--- src/rtl/generic_sc_fifo_pkg.sv ---
// Shared helpers for the single-clock FIFO library: width derivation,
// ratio legality check and the count-update operation encoding.
package generic_sc_fifo_pkg;

   // {write accepted, read accepted}
   typedef enum logic [1:0] {
      OP_IDLE  = 2'b00,
      OP_RD    = 2'b01,
      OP_WR    = 2'b10,
      OP_WR_RD = 2'b11
   } cnt_op_e;

   function automatic bit ratio_ok(input int narrow_w, input int wide_w);
      int ratio;
      if (narrow_w <= 0 || wide_w < narrow_w) return 1'b0;
      if ((wide_w % narrow_w) != 0) return 1'b0;
      ratio = wide_w / narrow_w;
      return ((ratio & (ratio - 1)) == 0);
   endfunction

   function automatic int extend_w(input int narrow_w, input int wide_w);
      return $clog2(wide_w / narrow_w);
   endfunction

   function automatic int narrow_addr_w(input int wide_addr_w, input int narrow_w,
                                        input int wide_w);
      return wide_addr_w + extend_w(narrow_w, wide_w);
   endfunction

endpackage

--- src/rtl/generic_sc_packer_fifo_if.sv ---
// Handshake/status bundle of the narrow-to-wide packer FIFO.
// ovf_o/udf_o exist only when GENERIC_SC_PACKER_FIFO_ERR_EN is defined.
interface generic_sc_packer_fifo_if
   import generic_sc_fifo_pkg::*;
#(
   parameter int RD_ADDR_W = 5,
   parameter int WR_DATA_W = 16,
   parameter int RD_DATA_W = 32
);
   localparam int WR_ADDR_W = narrow_addr_w(RD_ADDR_W, WR_DATA_W, RD_DATA_W);

   logic                 wr_en_i;
   logic [WR_DATA_W-1:0] wr_data_i;
   logic [WR_ADDR_W:0]   wr_usedw_o;
   logic                 wr_empty_o;
   logic                 wr_full_o;
   logic                 rd_en_i;
   logic [RD_DATA_W-1:0] rd_data_o;
   logic [RD_ADDR_W:0]   rd_usedw_o;
   logic                 rd_empty_o;
   logic                 rd_full_o;
`ifdef GENERIC_SC_PACKER_FIFO_ERR_EN
   logic                 ovf_o;
   logic                 udf_o;

   modport slave (
      input  wr_en_i, wr_data_i, rd_en_i,
      output wr_usedw_o, wr_empty_o, wr_full_o,
      output rd_data_o, rd_usedw_o, rd_empty_o, rd_full_o,
      output ovf_o, udf_o
   );
   modport master (
      output wr_en_i, wr_data_i, rd_en_i,
      input  wr_usedw_o, wr_empty_o, wr_full_o,
      input  rd_data_o, rd_usedw_o, rd_empty_o, rd_full_o,
      input  ovf_o, udf_o
   );
`else
   modport slave (
      input  wr_en_i, wr_data_i, rd_en_i,
      output wr_usedw_o, wr_empty_o, wr_full_o,
      output rd_data_o, rd_usedw_o, rd_empty_o, rd_full_o
   );
   modport master (
      output wr_en_i, wr_data_i, rd_en_i,
      input  wr_usedw_o, wr_empty_o, wr_full_o,
      input  rd_data_o, rd_usedw_o, rd_empty_o, rd_full_o
   );
`endif

endinterface

--- src/rtl/generic_sc_lane_mem.sv ---
// Simple dual-port RAM of wide words with per-lane narrow write port and a
// registered wide read port (read register clears on reset, array does not).
module generic_sc_lane_mem #(
   parameter int ADDR_W     = 5,
   parameter int LANE_W     = 16,
   parameter int LANES      = 2,
   parameter int LANE_IDX_W = 1
) (
   input  logic                    clk_i,
   input  logic                    rst_i,
   input  logic                    wr_en_i,
   input  logic [ADDR_W-1:0]       wr_addr_i,
   input  logic [LANE_IDX_W-1:0]   wr_lane_i,
   input  logic [LANE_W-1:0]       wr_data_i,
   input  logic                    rd_en_i,
   input  logic [ADDR_W-1:0]       rd_addr_i,
   output logic [LANES*LANE_W-1:0] rd_data_o
);
   localparam int DEPTH = 2 ** ADDR_W;

   // One independent array per lane keeps each lane a plain single-write RAM.
   for (genvar gi = 0; gi < LANES; gi++) begin : g_lane
      logic [LANE_W-1:0] mem_q [DEPTH];
      logic [LANE_W-1:0] rd_lane_q;

      always_ff @(posedge clk_i) begin
         if (wr_en_i && (wr_lane_i == LANE_IDX_W'(gi))) begin
            mem_q[wr_addr_i] <= wr_data_i;
         end
      end

      always_ff @(posedge clk_i) begin
         if (rst_i) begin
            rd_lane_q <= '0;
         end else if (rd_en_i) begin
            rd_lane_q <= mem_q[rd_addr_i];
         end
      end

      assign rd_data_o[gi*LANE_W +: LANE_W] = rd_lane_q;
   end

endmodule

--- src/rtl/generic_sc_packer_fifo.sv ---
// Single-clock narrow-to-wide packing FIFO, lanes filled LSB first.
// Optional sticky overflow/underflow flags under GENERIC_SC_PACKER_FIFO_ERR_EN.
module generic_sc_packer_fifo
   import generic_sc_fifo_pkg::*;
#(
   parameter int RD_ADDR_W = 5,
   parameter int WR_DATA_W = 16,
   parameter int RD_DATA_W = 32
) (
   input  logic                    clk_i,
   input  logic                    rst_i,
   generic_sc_packer_fifo_if.slave bus
);
   localparam int DATA_RATIO = RD_DATA_W / WR_DATA_W;
   localparam int EXTEND_W   = extend_w(WR_DATA_W, RD_DATA_W);
   localparam int WR_ADDR_W  = RD_ADDR_W + EXTEND_W;
   localparam int LANE_IDX_W = (EXTEND_W > 0) ? EXTEND_W : 1;

   localparam logic [WR_ADDR_W:0] WR_FULL_CNT = {1'b1, {WR_ADDR_W{1'b0}}};
   localparam logic [RD_ADDR_W:0] RD_FULL_CNT = {1'b1, {RD_ADDR_W{1'b0}}};
   localparam logic [WR_ADDR_W:0] RATIO_CNT   = (WR_ADDR_W+1)'(DATA_RATIO);

   if (!ratio_ok(WR_DATA_W, RD_DATA_W)) begin : g_ratio_err
      $error("generic_sc_packer_fifo: RD_DATA_W must be a power-of-two multiple of WR_DATA_W");
   end

   logic [WR_ADDR_W:0]    cnt_q, cnt_d;
   logic [WR_ADDR_W-1:0]  wr_ptr_q;
   logic [RD_ADDR_W-1:0]  rd_ptr_q;
   logic [RD_ADDR_W:0]    rd_usedw;
   logic                  wr_full, rd_empty;
   logic                  wr_accept, rd_accept;
   logic [RD_ADDR_W-1:0]  wr_entry;
   logic [LANE_IDX_W-1:0] wr_lane;
   cnt_op_e               cnt_op;

   assign rd_usedw  = (RD_ADDR_W+1)'(cnt_q >> EXTEND_W);
   assign wr_full   = (cnt_q == WR_FULL_CNT);
   assign rd_empty  = (rd_usedw == '0);
   assign wr_accept = bus.wr_en_i && !wr_full;
   assign rd_accept = bus.rd_en_i && !rd_empty;
   assign cnt_op    = cnt_op_e'({wr_accept, rd_accept});

   if (EXTEND_W > 0) begin : g_split_ptr
      assign wr_entry = wr_ptr_q[WR_ADDR_W-1:EXTEND_W];
      assign wr_lane  = wr_ptr_q[EXTEND_W-1:0];
   end else begin : g_flat_ptr
      assign wr_entry = wr_ptr_q;
      assign wr_lane  = '0;
   end

   always_comb begin
      cnt_d = cnt_q;
      case (cnt_op)
         OP_WR:    cnt_d = cnt_q + 1'b1;
         OP_RD:    cnt_d = cnt_q - RATIO_CNT;
         OP_WR_RD: cnt_d = cnt_q + 1'b1 - RATIO_CNT;
         default:  cnt_d = cnt_q;
      endcase
   end

   always_ff @(posedge clk_i) begin
      if (rst_i) begin
         cnt_q    <= '0;
         wr_ptr_q <= '0;
         rd_ptr_q <= '0;
      end else begin
         cnt_q <= cnt_d;
         if (wr_accept) wr_ptr_q <= wr_ptr_q + 1'b1;
         if (rd_accept) rd_ptr_q <= rd_ptr_q + 1'b1;
      end
   end

   generic_sc_lane_mem #(
      .ADDR_W     (RD_ADDR_W),
      .LANE_W     (WR_DATA_W),
      .LANES      (DATA_RATIO),
      .LANE_IDX_W (LANE_IDX_W)
   ) u_mem (
      .clk_i     (clk_i),
      .rst_i     (rst_i),
      .wr_en_i   (wr_accept),
      .wr_addr_i (wr_entry),
      .wr_lane_i (wr_lane),
      .wr_data_i (bus.wr_data_i),
      .rd_en_i   (rd_accept),
      .rd_addr_i (rd_ptr_q),
      .rd_data_o (bus.rd_data_o)
   );

   assign bus.wr_usedw_o = cnt_q;
   assign bus.wr_empty_o = (cnt_q == '0);
   assign bus.wr_full_o  = wr_full;
   assign bus.rd_usedw_o = rd_usedw;
   assign bus.rd_empty_o = rd_empty;
   assign bus.rd_full_o  = (rd_usedw == RD_FULL_CNT);

`ifdef GENERIC_SC_PACKER_FIFO_ERR_EN
   logic ovf_q, udf_q;

   always_ff @(posedge clk_i) begin
      if (rst_i) begin
         ovf_q <= 1'b0;
         udf_q <= 1'b0;
      end else begin
         if (bus.wr_en_i && wr_full)  ovf_q <= 1'b1;
         if (bus.rd_en_i && rd_empty) udf_q <= 1'b1;
      end
   end

   assign bus.ovf_o = ovf_q;
   assign bus.udf_o = udf_q;
`endif

endmodule

--- src/flat_wrapper.sv ---
// flat-port wrapper written by rule: the top's interface ports become plain ports
module generic_sc_packer_fifo_flat import generic_sc_fifo_pkg::*;
#(
   parameter int RD_ADDR_W = 5,
   parameter int WR_DATA_W = 16,
   parameter int RD_DATA_W = 32
)
  (clk_i, rst_i, bus_wr_en_i, bus_wr_data_i, bus_rd_en_i, bus_wr_usedw_o, bus_wr_empty_o, bus_wr_full_o, bus_rd_data_o, bus_rd_usedw_o, bus_rd_empty_o, bus_rd_full_o);
  generic_sc_packer_fifo_if #(.RD_ADDR_W(RD_ADDR_W), .WR_DATA_W(WR_DATA_W), .RD_DATA_W(RD_DATA_W)) bus_i ();
  input  logic clk_i;
  input  logic rst_i;
  input wire logic [$bits(bus_i.wr_en_i)-1:0] bus_wr_en_i;
  input wire logic [$bits(bus_i.wr_data_i)-1:0] bus_wr_data_i;
  input wire logic [$bits(bus_i.rd_en_i)-1:0] bus_rd_en_i;
  output wire logic [$bits(bus_i.wr_usedw_o)-1:0] bus_wr_usedw_o;
  output wire logic [$bits(bus_i.wr_empty_o)-1:0] bus_wr_empty_o;
  output wire logic [$bits(bus_i.wr_full_o)-1:0] bus_wr_full_o;
  output wire logic [$bits(bus_i.rd_data_o)-1:0] bus_rd_data_o;
  output wire logic [$bits(bus_i.rd_usedw_o)-1:0] bus_rd_usedw_o;
  output wire logic [$bits(bus_i.rd_empty_o)-1:0] bus_rd_empty_o;
  output wire logic [$bits(bus_i.rd_full_o)-1:0] bus_rd_full_o;
  assign bus_i.wr_en_i = bus_wr_en_i;
  assign bus_i.wr_data_i = bus_wr_data_i;
  assign bus_i.rd_en_i = bus_rd_en_i;
  assign bus_wr_usedw_o = bus_i.wr_usedw_o;
  assign bus_wr_empty_o = bus_i.wr_empty_o;
  assign bus_wr_full_o = bus_i.wr_full_o;
  assign bus_rd_data_o = bus_i.rd_data_o;
  assign bus_rd_usedw_o = bus_i.rd_usedw_o;
  assign bus_rd_empty_o = bus_i.rd_empty_o;
  assign bus_rd_full_o = bus_i.rd_full_o;
  generic_sc_packer_fifo #(.RD_ADDR_W(RD_ADDR_W), .WR_DATA_W(WR_DATA_W), .RD_DATA_W(RD_DATA_W)) u_core (.clk_i(clk_i), .rst_i(rst_i), .bus(bus_i));
endmodule
--- config.mk ---
export PLATFORM = sky130hd
export DESIGN_NAME = generic_sc_packer_fifo_flat
export DESIGN_NICKNAME = d
export VERILOG_FILES = /design/src/rtl/generic_sc_fifo_pkg.sv /design/src/rtl/generic_sc_packer_fifo_if.sv /design/src/rtl/generic_sc_lane_mem.sv /design/src/rtl/generic_sc_packer_fifo.sv /design/src/flat_wrapper.sv
export SDC_FILE = /design/constraint.sdc
export NUM_CORES = 1
export LEC_CHECK = 0
export BUFFER_PORTS_ARGS = -buffer_cell sky130_fd_sc_hd__buf_4
export CAP_MARGIN = 20
export CORE_MARGIN = 8
export CORE_UTILIZATION = 60
export DETAILED_ROUTE_END_ITERATION = 10
export GPL_TIMING_DRIVEN = 1
export PLACE_DENSITY = 0.77
export SKIP_CTS_REPAIR_TIMING = 1
export SLEW_MARGIN = 10
export SYNTH_ARGS = -nofsm -noshare
export SYNTH_HDL_FRONTEND = slang
export SYNTH_SLANG_ARGS = --single-unit
--- constraint.sdc ---
create_clock -name clk_i -period 5.5 [get_ports clk_i]
set_input_delay 0.55 -clock clk_i [delete_from_list [all_inputs] [get_ports clk_i]]
set_output_delay 0.55 -clock clk_i [all_outputs]
set_load 0.005 [all_outputs]
After elaboration in Yosys (flattened, before gate mapping)
Memory sizes are Yosys's and may differ from the RTL's. A register that Yosys moved wholly into a read port is not among the register bits.
Index checks and enable logic that the tools add are counted.

cells by class
  equality and inequality tests = 5
  shifts and indexed selects = 0
  add/subtract/negate cells = 5
  div/mod/pow operators = 0
  bitwise gates (word level) = 1
  mux-type cells = 5
  magnitude comparators = 0
  reduce and logical (&&, ||, !) cells = 9
  multiply operators = 0

operator list
  kind                 count
  $pmux 7 s3           1
  $sub 7x2->7 const B  2
  $add 7x1->7 const B  1
  $eq 7x7->1 const B   1
  $logic_not 7->1      1
  $add 6x1->6 const B  1
  $eq 6x6->1 const B   1
  $logic_not 6->1      1
  $add 5x1->5 const B  1
  $eq 2x2->1 const B   2
  $logic_and 1x1->1    4
  $mux 1               4
  $reduce_bool 3->1    1
  $eq 2x1->1 const B   1
  $logic_not 1->1      2
  $not 1->1            1

storage, ports and cells
  register bits = 18
  memories = 2
  memory bits (read-only) = 0
  bits of input ports = 20
  latch bits = 0
  output and inout port bits = 49
  RAM bits = 1024

memory list
  name                          depth  bits a word  read ports  clocked after memory_dff  write ports  line                       source
  u_core.u_mem.g_lane[0].mem_q  32     16           1           1                         1            generic_sc_lane_mem.sv:23  logic [LANE_W-1:0] mem_q [DEPTH];
  u_core.u_mem.g_lane[1].mem_q  32     16           1           1                         1            generic_sc_lane_mem.sv:23

Longest topological paths before layout
Gate-level depths: netlist (run 1).

  depth in word-level cells = 6
  gate-level depth with buffers = 9
  depth with buffers taken out = 9

By module
From an unflattened synthesis (run 1), not the netlist that was laid out.

second synthesis, totals
  cell total of the unflattened synthesis = 2416
  area, all modules = 42151.7 sq um

by module, submodules not included
  module                  cells an instance  area each (sq um)  instances
  generic_sc_lane_mem     2283               40988.1            1
  generic_sc_packer_fifo  133                1163.6             1

Worst setup path before layout (run 1)
OpenSTA, ideal clock, no wires.

  path type = register to register
  start = register u_core.cnt_q[1], in the netlist u_core.bus.wr_usedw_o[1]
  end = memory u_core.u_mem.g_lane[0].mem_q[12][0] (enable)
  data arrival time = 2724 ps
  path buffers = 1
  cell stages (with the launch flop) = 8
  library setup time = 409 ps
  required time = 5091 ps
  period minus slack after synthesis = 3133 ps
  path slack = 2367 ps
  cells stage by stage = dfxtp_1 -> inv_1 -> ha_1 -> nand2_1 -> o21a_4 -> or2b_1 -> buf_4 -> nor3_1

between the ends
  cells in the longest elaborated chain, start to end = 6

RTL lines
  what                          line                          source
  start, declared               generic_sc_packer_fifo.sv:27  logic [WR_ADDR_W:0] cnt_q, cnt_d;
  start signal, assigned        generic_sc_packer_fifo.sv:68  cnt_q <= cnt_d;
  $eq 7x7->1                    generic_sc_packer_fifo.sv:38  assign wr_full = (cnt_q == WR_FULL_CNT);
  $logic_not 1->1               generic_sc_packer_fifo.sv:40  assign wr_accept = bus.wr_en_i && !wr_full;
  $logic_and 1x1->1             generic_sc_packer_fifo.sv:40
  $logic_and 1x1->1             generic_sc_lane_mem.sv:27     if (wr_en_i && (wr_lane_i == LANE_IDX_W'(gi))) begin
  $mux 1                        generic_sc_lane_mem.sv:27
  $mux 1 (not written as such)  generic_sc_lane_mem.sv:28     mem_q[wr_addr_i] <= wr_data_i;
  end, declared                 generic_sc_lane_mem.sv:23

No other way between the ends.

==> key figures, run 1 <==
Outcome
  • Outcome: finished, final reports clean

Logic synthesis
  • Main synth FF type: edfxtp_1
  • Post-synth design cell area: 0.0417 mm²
  • EDFF count, synth: 1024
  • FFs w/ async S/R, synth: 0
  • Gate Count Post-Synth: 2176
  • Sequential share of the synthesized area: 0.761
  • Avg Inst Size Synth: 19.2 µm²
  • Share of the synthesized area in the top cell type: 0.737
  • Netlist cell types: 51
  • #FFs+latches synth: 1074
  • Area leader, netlist: edfxtp_1
  • Syn_nets: 2201
  • Synth top area cells: edfxtp_1 74%, mux2i_1 7.7%, mux4_2 6.9%, dfxtp_1 2.4%, a22oi_1 1.7%
  • Synthesis Warnings: 0

Place
  • Detailed placement HPWL: 54300 µm
  • GP Congestion: 0.922
  • Port bufs: 68

Floorplan
  • Core box area: 0.0687 mm²
  • Initial Utilization: 0.607
  • Row count: 96
  • Die width: 280 µm
  • Die height: 280 µm
  • I/O pin cnt: 69
  • Die area: 0.0782 mm²

Global routing
  • Vias in the first global route: 21800
  • Largest net degree at the start of global routing: 71
  • Antenna violations before repair: 2
  • Total track usage: 0.244
  • Gr ovfl total: 0
  • Global-route wire length before repair: 142000 µm

Power
  • Net load switching power: 5.28 mW
  • Cell Pwr Density: 428 mW/mm²
  • VDD IR max: 0.242 mV
  • Sw frac: 0.262
  • Flop pwr share: 0.467
  • LEAKAGE: 14.4 nW
  • Comb power frac: 0.177
  • Clock share of power: 0.356
  • Int Power: 14.9 mW

Clock tree
  • CTS max path bufs: 3
  • Htree depth: 3
  • CTS Buf Count: 103
  • Clock tree sinks: 1074
  • CTS tree: yes
  • Root Buffer: clkbuf_16
  • Clock latency on the worst-skew pair: 0.66 ns
  • Clk pin slew, worst setup/hold paths: 0.07 ns

Routing
  • ANT nets after route: 0
  • Routed wire per std cell: 29.3 µm
  • Initial drt markers: 2618
  • Via-to-Cell Ratio: 6.57
  • DRT Wirelength: 96900 µm
  • DR vias: 21700
  • Drt pass-1 iters: 5
  • DRC: 0

Critical path
  • Worst-path maximum fanout: 37
  • Critical Path AT: 3.88 ns
  • Startpoint Class: register
  • CP Data Required Time: 6.05 ns
  • Critical Path Sink Type: register
  • Crit Path Category: register to register

Timing
  • Fmax: 300 MHz
  • Setup-failing EPs final: 0
  • Slew headroom: 0.249
  • Worst Clk Skew: 0.0175 ns
  • Final Hold Fails: 0
  • Fin crit share: 0.607
  • Setup tns final: 0 ns
  • RSZ-0062 raised after global routing: false
  • Post-layout min period: 3.34 ns
  • Actual slew at the worst max-slew pin: 1.13 ns
  • Slew Limit Fails: 0

Layout
  • Ant diodes: 0
  • Final core area utilization: 0.685
  • Layout cell share with drive strength beyond 1: 0.207
  • Area grow syn2layout: 12.8%
  • Final nets: 2314

Job
  • Max_cap viols: 0

Hold path
  • Worst hold path class: input port to register
==> worst max-delay path, stage by stage (launching register included) <==
cell     delay, ns
dfxtp_4       0.87
and2_2        0.93
buf_4         0.39
nand2_1       0.13
a41oi_1       0.35
o21ai_0       0.27
a22o_1        0.27
==> layer usage <==
| layer | global-route usage | vias to the layer above | wire length, µm |
|---|---|---|---|
| met5 | 0 | - | 0 |
| met4 | 0.0896 | 0 | 3220 |
| met3 | 0.0493 | 201 | 9200 |
| met2 | 0.393 | 1208 | 46900 |
| met1 | 0.334 | 11200 | 37500 |
| li1 | - | 9084 | - |
==> cells in the mapped netlist (15+ instances only) <==
cell and count:
a22oi_1 96, nor2_1 63, buf_2 76, a21oi_1 36, dfxtp_1 50, nand4_1 15
edfxtp_1 1024, nor3_1 21, mux4_2 128, a211oi_1 33, o21ai_0 25, mux2i_1 323
a22o_1 32, nand2_1 78, clkbuf_1 44, a41oi_1 24
==> stage by stage <==
step | instance area [µm²] | power, mW | cells | hold WS, ns | worst slack, ns
2_1_floorplan | 41700 | 11.9 | 2176 | 0.466 | 2.37
3_3_place_gp | 43500 | 13.0 | 3113 | 0.527 | 2.19
3_5_place_dp | 43500 | 13.1 | 3113 | 0.515 | 2.03
4_1_cts | 47000 | 20.2 | 3307 | 0.218 | 1.99
5_1_grt | 47100 | 20.8 | 3309 | 0.255 | 2.04
6_report | 47100 | 20.2 | 3309 | 0.254 | 2.16
==> power by group through the flow <==
stage | combinational (mW) | clock, mW | sequential, mW
final | 3.57 | 7.18 | 9.41
after global routing | 3.77 | 7.56 | 9.42
after CTS | 3.57 | 7.23 | 9.40
after detailed placement | 3.54 | 0 | 9.58
after global placement | 3.47 | 0 | 9.58
after floorplan | 2.51 | 0 | 9.37
==> cells by family after synthesis <==
kind of cell / Yosys count / synth area share
flip-flops: 1074 / 0.761
multiplexers: 451 / 0.147
AO/OA/AOI/OAI: 263 / 0.0463
AND/OR/NAND/NOR: 220 / 0.0244
buffers and inverters: 146 / 0.0168
XOR/XNOR: 17 / 0.00357
adder cells (fa/ha/maj): 5 / 0.00150
==> worst paths after layout <==
path | from | to | slack, ns | cells past startpoint
setup / recovery | u_core.rd_ptr_q[2]$_SDFFE_PP0P_ | u_core.u_mem.g_lane[1].rd_lane_q[10]$_SDFFE_PP0P_ | 2.16 | 6
hold / removal | rst_i | u_core.rd_ptr_q[1]$_SDFFE_PP0P_ | 0.25 | 2
setup reg to reg | u_core.rd_ptr_q[2]$_SDFFE_PP0P_ | u_core.u_mem.g_lane[1].rd_lane_q[10]$_SDFFE_PP0P_ | 2.16 | 6
hold reg to reg | u_core.u_mem.g_lane[1].rd_lane_q[9]$_SDFFE_PP0P_ | u_core.u_mem.g_lane[1].rd_lane_q[9]$_SDFFE_PP0P_ | 0.51 | 1
==> cell type report <==
cell class	instances	area (µm²)
fill	4237	21600
multi-input combinational	956	9430
clock inverter	68	658
timing repair buffer	150	1190
inverter	4	15.0
sequential	1074	31800
clock buffer	126	2840
tap	931	1160
==> layout by cell type (no fill, tap or decap), types with 6 or more instances in the layout <==
cell and count:
a211oi_1 33, xnor2_1 6, clkbuf_1 10, clkbuf_8 9, mux4_2 128, o21ai_0 25
nor3_2 16, clkinv_1 17, a22oi_1 96, a22o_1 32, clkbuf_16 107, a21oi_1 36
bufinv_16 11, clkinvlp_4 9, mux2i_1 323, nand4_1 15, nand2_1 78, a41oi_1 24
dfxtp_1 45, clkinv_2 25, o211ai_1 8, buf_4 145, edfxtp_1 1024, xor2_1 11
nand3_1 7, nor2_1 63
==> state kept, by name, summed over array words and instances (netlist names) <==
name                           flops
u_core.u_mem.g_lane.mem_q       1024
u_core.bus.wr_usedw_o              7
u_core.wr_ptr_q                    6
u_core.u_mem.g_lane.rd_lane_q     32
u_core.rd_ptr_q                    5
(Power assumes the default switching activity.)
==> run 2, diff against run 1 <==
==> constraint.sdc (replaced) <==
create_clock -name clk_i -period 3.47 [get_ports clk_i]
set_input_delay 0.347 -clock clk_i [delete_from_list [all_inputs] [get_ports clk_i]]
set_output_delay 0.347 -clock clk_i [all_outputs]
set_load 0.005 [all_outputs]
==> key figures, run 2 (synthesis gave the netlist of run 1 again) <==
Layout
  • Commonest non-fill, non-tap cells in the layout: 1024 x edfxtp_1, 323 x mux2i_1, 140 x buf_4
  • Biggest register: u_core.u_mem.g_lane.mem_q
  • Final nets: 2318 (+0.17%)
  • Ant diodes: 0 (unchanged)
  • Area of the multi-input gates: 0.00945 mm² (+0.19%)
  • Non-filler cells, final: 3311 (+0.060%)
  • Max FFs per register: 1024 (unchanged)
  • Final Cell Area: 0.0471 mm² (+0.12%)
  • Commonest non-fill, non-tap cell in the layout: edfxtp_1
  • Final core area utilization: 0.686 (+0.000856)
  • Sequential cell area: 0.0318 mm² (unchanged)
  • Area grow syn2layout: 12.9%
  • Fill cell count: 4251 (+0.33%)
  • Layout cell share with drive strength beyond 1: 0.200 (-0.00648)

Clock tree
  • Root Buffer: clkbuf_16
  • Clock tree sinks: 1074 (unchanged)
  • Htree depth: 3 (unchanged)
  • CTS Buf Count: 101 (-1.9%)
  • CTS max path bufs: 3 (unchanged)
  • Clk pin slew, worst setup/hold paths: 0.06 ns (about the same)
  • Clock latency on the worst-skew pair: 0.66 ns (about the same)
  • CTS tree: yes

Critical path
  • Crit Path Category: register to register
  • Critical Path Sink Type: register
  • R2R depth: 7 (+1)
  • R2r startpoint: u_core.bus.wr_usedw_o[0]$_SDFFE_PP0P_
  • R2R Path End: u_core.u_mem.g_lane[0].mem_q[21][10]$_DFFE_PP_
  • Worst-path maximum fanout: 16 (-57%)
  • Startpoint Class: register
  • Crit path to: u_core.u_mem.g_lane[0].mem_q[21][10]$_DFFE_PP_
  • Flop2flop setup slack: 0.69 ns (-1.47 ns)
  • CP Data Required Time: 3.74 ns (-2.31 ns)
  • Crit. Startpoint: u_core.bus.wr_usedw_o[0]$_SDFFE_PP0P_
  • Critical Path AT: 3.05 ns (-0.83 ns)

Timing
  • Fin crit share: 0.800 (+0.194)
  • RSZ-0062 raised after global routing: false
  • Slew Limit Fails: 0 (unchanged)
  • Slew headroom: 0.341 (+0.0923)
  • Fmax: 360 MHz (+20%)
  • Worst Clk Skew: 0.0204 ns (+0.00290 ns)
  • Fin Hold WS: 0.0496 ns (-0.204 ns)
  • Setup tns final: 0 ns (unchanged)
  • Post-layout min period: 2.78 ns (-0.560 ns)
  • Setup-failing EPs final: 0 (unchanged)
  • Final Hold Fails: 0 (unchanged)
  • Final setup margin: 0.693 ns (-1.47 ns)
  • Actual slew at the worst max-slew pin: 0.988 ns (-0.138 ns)

Power
  • LEAKAGE: 14.4 nW (+0.17%)
  • Tot Pwr: 31.8 mW (+58%)
  • VDD IR max: 0.435 mV (+80%)
  • Clock share of power: 0.354 (-0.002)
  • Flop pwr share: 0.463 (-0.004)
  • Sw frac: 0.256 (-0.00571)
  • Comb power frac: 0.184 (+0.007)
  • Cell Pwr Density: 674 mW/mm² (+57%)
  • Int Power: 23.6 mW (+59%)
  • Net load switching power: 8.14 mW (+54%)

Global routing
  • Vias in the first global route: 21300 (-2.1%)
  • Global-route wire length before repair: 140000 µm (-1.3%)
  • Gr ovfl total: 0 (unchanged)
  • Total track usage: 0.241 (-0.00326)
  • Largest net degree at the start of global routing: 72 (+1.4%)
  • Antenna violations before repair: 0 (-2)

Routing
  • DR vias: 21600 (-0.69%)
  • DRC: 0 (unchanged)
  • DRT Wirelength: 95400 µm (-1.6%)
  • Drt pass-1 iters: 5 (unchanged)
  • Initial drt markers: 2565 (-2.0%)
  • Routed wire per std cell: 28.8 µm (-1.6%)
  • ANT nets after route: 0 (unchanged)
  • Via-to-Cell Ratio: 6.52 (-0.75%)

Outcome
  • Outcome: finished, final reports clean

Floorplan
  • I/O pin cnt: 69 (unchanged)
  • Die height: 280 µm (unchanged)
  • Initial Utilization: 0.607 (unchanged)
  • Core box area: 0.0687 mm² (unchanged)
  • Die width: 280 µm (unchanged)
  • Die area: 0.0782 mm² (unchanged)
  • Row count: 96 (unchanged)

Place
  • GP Congestion: 0.897 (-2.7%)
  • Dpl cell area: 0.0436 mm² (+0.14%)
  • Placed cells: 3112 (-0.032%)
  • Port bufs: 68 (unchanged)
  • Pre-CTS setup slack: 0.367 ns (-1.66 ns)
  • Detailed placement HPWL: 53100 µm (-2.2%)

Hold path
  • Worst hold path class: input port to register

Job
  • Max_cap viols: 0 (unchanged)
-- run 2: cell count changes in the layout (fill, tap and decap cells not counted), sizes merged --
cell / before / now
clkinv: 47 / 41
bufinv: 11 / 14
buf: 150 / 156
clkbuf: 126 / 130
inv: 5 / 8
clkinvlp: 9 / 1
-- run 2: cell type report --
cell class / count / share of cell area
flip-flops and latches: 1074 / 0.674
multi-input cells: 956 / 0.201
clock buffers: 130 / 0.0586
repair buffers: 156 / 0.0280
well taps: 931 / 0.0247
clock inverters: 60 / 0.0138
inverters: 4 / 0.000319
-- run 2: worst min-delay path by stage --
stage,startpoint,to,slack [ns],cells past startpoint
final,rst_i,u_core.bus.wr_usedw_o[3]$_SDFFE_PP0P_,0.05,2
after global placement,u_core.u_mem.g_lane[0].rd_lane_q[0]$_SDFFE_PP0P_,u_core.u_mem.g_lane[0].rd_lane_q[0]$_SDFFE_PP0P_,0.47,1
after CTS,rst_i,u_core.rd_ptr_q[1]$_SDFFE_PP0P_,0.02,2
after floorplan,bus_wr_data_i[0],u_core.u_mem.g_lane[0].mem_q[0][0]$_DFFE_PP_,0.45,0
after global routing,rst_i,u_core.bus.wr_usedw_o[3]$_SDFFE_PP0P_,0.05,2
after detailed placement,u_core.u_mem.g_lane[0].rd_lane_q[2]$_SDFFE_PP0P_,u_core.u_mem.g_lane[0].rd_lane_q[2]$_SDFFE_PP0P_,0.47,1
-- run 2: power groups by stage --
stage / clock network [mW] / logic (mW) / registers (mW)
floorplan: 0 / 3.98 / 14.8
global placement: 0 / 5.69 / 15.0
detailed placement: 0 / 5.78 / 15.0
CTS: 11.4 / 5.84 / 14.7
global route: 11.8 / 6.19 / 14.7
finish: 11.2 / 5.84 / 14.7
-- run 2: routing by layer --
metal / up-vias / part of all wire / global-route usage
met5: - / 0 / 0
met4: 0 / 0.024 / 0.0708
met3: 154 / 0.089 / 0.0362
met2: 1113 / 0.48 / 0.385
met1: 11200 / 0.41 / 0.348
li1: 9080 / - / -
-- run 2: critical path: stages (launching register included) --
cell and delay (ns):
dfxtp_1 0.45, inv_1 0.07, ha_1 0.22, nand2_1 0.18, o21a_4 0.20, or2b_1 0.26
buf_4 0.27, nor3_4 0.74
==> run 3, diff against run 2 <==
--- a/config.mk
+++ b/config.mk
@@ -8,10 +8,10 @@
 export BUFFER_PORTS_ARGS = -buffer_cell sky130_fd_sc_hd__buf_4
 export CAP_MARGIN = 20
 export CORE_MARGIN = 8
-export CORE_UTILIZATION = 60
+export CORE_UTILIZATION = 56
 export DETAILED_ROUTE_END_ITERATION = 10
 export GPL_TIMING_DRIVEN = 1
-export PLACE_DENSITY = 0.77
+export PLACE_DENSITY = 0.75
 export SKIP_CTS_REPAIR_TIMING = 1
 export SLEW_MARGIN = 10
 export SYNTH_ARGS = -nofsm -noshare
==> constraint.sdc (replaced) <==
create_clock -name clk_i -period 2.44 [get_ports clk_i]
set_input_delay 0.244 -clock clk_i [delete_from_list [all_inputs] [get_ports clk_i]]
set_output_delay 0.244 -clock clk_i [all_outputs]
set_load 0.005 [all_outputs]
==> key figures, run 3 (synthesis gave the netlist of run 1 again) <==
Timing
  • Fmax: 424 MHz (+18%)
  • Setup-failing EPs final: 0 (unchanged)
  • RSZ-0062 raised after global routing: false
  • Actual slew at the worst max-slew pin: 0.900 ns (-0.0884 ns)
  • Slew Limit Fails: 0 (unchanged)
  • Final setup margin: 0.0827 ns (-0.611 ns)
  • Fin crit share: 0.966 (+0.166)
  • Final Hold Fails: 0 (unchanged)
  • Post-layout min period: 2.36 ns (-0.419 ns)
  • Worst Clk Skew: 0.0203 ns (-0.0000462 ns)
  • Slew headroom: 0.400 (+0.0589)
  • Setup tns final: 0 ns (unchanged)

Power
  • VDD IR max: 0.525 mV (+21%)
  • Tot Pwr: 44.9 mW (+41%)
  • Cell Pwr Density: 932 mW/mm² (+38%)
  • LEAKAGE: 14.9 nW (+3.5%)

Hold path
  • Hold Crit Depth: 5 (+3)
  • Hold_sp: bus_rd_en_i
  • Worst hold path class: input port to register

Routing
  • ANT nets after route: 0 (unchanged)
  • Drt pass-1 iters: 5 (unchanged)
  • Initial drt markers: 2593 (+1.1%)
  • DRT Wirelength: 95900 µm (+0.51%)
  • DRC: 0 (unchanged)
  • DR vias: 21700 (+0.42%)
  • Routed wire per std cell: 28.0 µm (-2.7%)
  • Via-to-Cell Ratio: 6.34 (-2.8%)

Global routing
  • Gr ovfl total: 0 (unchanged)
  • Total track usage: 0.228 (-0.0136)
  • Antenna violations before repair: 2 (+2)
  • Largest net degree at the start of global routing: 65 (-9.7%)
  • Global-route wire length before repair: 140000 µm (about the same)
  • Vias in the first global route: 21700 (+1.7%)

Critical path
  • Critical Path Sink Type: register
  • R2R depth: 6 (-1)
  • Critical Path AT: 2.89 ns (-0.16 ns)
  • Crit. Startpoint: u_core.rd_ptr_q[0]$_SDFFE_PP0P_
  • Worst-path maximum fanout: 32 (+16)
  • CP Data Required Time: 2.98 ns (-0.76 ns)
  • R2r startpoint: u_core.rd_ptr_q[0]$_SDFFE_PP0P_
  • Crit Path Category: register to register
  • Startpoint Class: register

Layout
  • Commonest non-fill, non-tap cells in the layout: 1024 x edfxtp_1, 323 x mux2i_1, 174 x buf_4
  • Non-filler cells, final: 3420 (+3.3%)
  • Area grow syn2layout: 15.6%
  • Fill cell count: 4759 (+12%)
  • Layout cell share with drive strength beyond 1: 0.224 (+0.0240)
  • Ant diodes: 0 (unchanged)
  • Final core area utilization: 0.651 (-0.0348)
  • Commonest non-fill, non-tap cell in the layout: edfxtp_1
  • Max FFs per register: 1024 (unchanged)
  • Sequential cell area: 0.0318 mm² (about the same)
  • Final nets: 2395 (+3.3%)
  • Area of the multi-input gates: 0.00954 mm² (+0.99%)
  • Biggest register: u_core.u_mem.g_lane.mem_q

Floorplan
  • Die width: 289 µm (+3.3%)
  • Initial Utilization: 0.563 (-0.0440)
  • Die height: 289 µm (+3.3%)
  • Row count: 100 (+4.2%)
  • I/O pin cnt: 69 (unchanged)
  • Die area: 0.0835 mm² (+6.7%)
  • Core box area: 0.0741 mm² (+7.8%)

Job
  • Max_cap viols: 0 (unchanged)

Clock tree
  • CTS Buf Count: 99 (-2.0%)
  • Root Buffer: clkbuf_16
  • Htree depth: 3 (unchanged)
  • Clock latency on the worst-skew pair: 0.65 ns (about the same)
  • Clock tree sinks: 1074 (unchanged)
  • Clk pin slew, worst setup/hold paths: 0.07 ns (about the same)
  • CTS max path bufs: 3 (unchanged)
  • CTS tree: yes

Place
  • Detailed placement HPWL: 55700 µm (+4.9%)
  • GP Congestion: 0.874 (-2.6%)
  • Port bufs: 68 (unchanged)
  • Pre-CTS setup slack: -0.129 ns (-0.496 ns)
  • Placed cells: 3216 (+3.3%)

Outcome
  • Outcome: finished, final reports clean
## run 3: changes by cell type in the layout (fill, tap and decap cells not counted), moves of 7 or more
cell | before | now
clkbuf_1 | 20 | 29
nor3_2 | 13 | 1
buf_12 | 10 | 59
buf_4 | 140 | 174
clkinv_1 | 23 | 16
nor3_4 | 7 | 19
## run 3: report_power, final
group	internal [mW]	total [mW]	switching, mW
clock network	8.71	15.1	6.39
logic	4.19	8.99	4.80
registers	20.5	20.8	0.320
## run 3: routing by layer
metal  wire (µm)  vias up  GRT usage
li1            -     9258          -
met1       38300    11200      0.318
met2       46600     1038      0.365
met3        7870      178     0.0379
met4        3090        4     0.0791
met5          26        -          0
## run 3: path summary, 6_finish.rpt
check                                                       to  slack [ns]
max reg2reg   u_core.u_mem.g_lane[1].rd_lane_q[4]$_SDFFE_PP0P_        0.08
min                      u_core.bus.wr_usedw_o[6]$_SDFFE_PP0P_        0.16
min reg2reg  u_core.u_mem.g_lane[0].rd_lane_q[10]$_SDFFE_PP0P_        0.48
max           u_core.u_mem.g_lane[1].rd_lane_q[4]$_SDFFE_PP0P_        0.08
## run 3: worst max-delay path: stages, from the launching register on
cell	delay (ns)
dfxtp_4	0.53
nor2b_4	0.24
buf_4	0.41
a22oi_1	0.25
a21oi_1	0.40
a211oi_1	0.14
a22o_1	0.24
## run 3: area by class of cell
class | instances | share of cell area
tap | 969 | 0.0251
multi-input combinational | 956 | 0.198
sequential | 1074 | 0.659
inverter | 4 | 0.000311
clock inverter | 43 | 0.00856
timing repair buffer | 235 | 0.0521
clock buffer | 139 | 0.0572
## run 3: stage by stage
| step | area, µm² | hold slack [ns] |
|---|---|---|
| 3_5_place_dp | 44600 | 0.465 |
| 2_1_floorplan | 41900 | 0.343 |
| 5_1_grt | 48200 | 0.141 |
| 3_3_place_gp | 44600 | 0.472 |
| 6_report | 48200 | 0.163 |
| 4_1_cts | 47800 | -0.0892 |
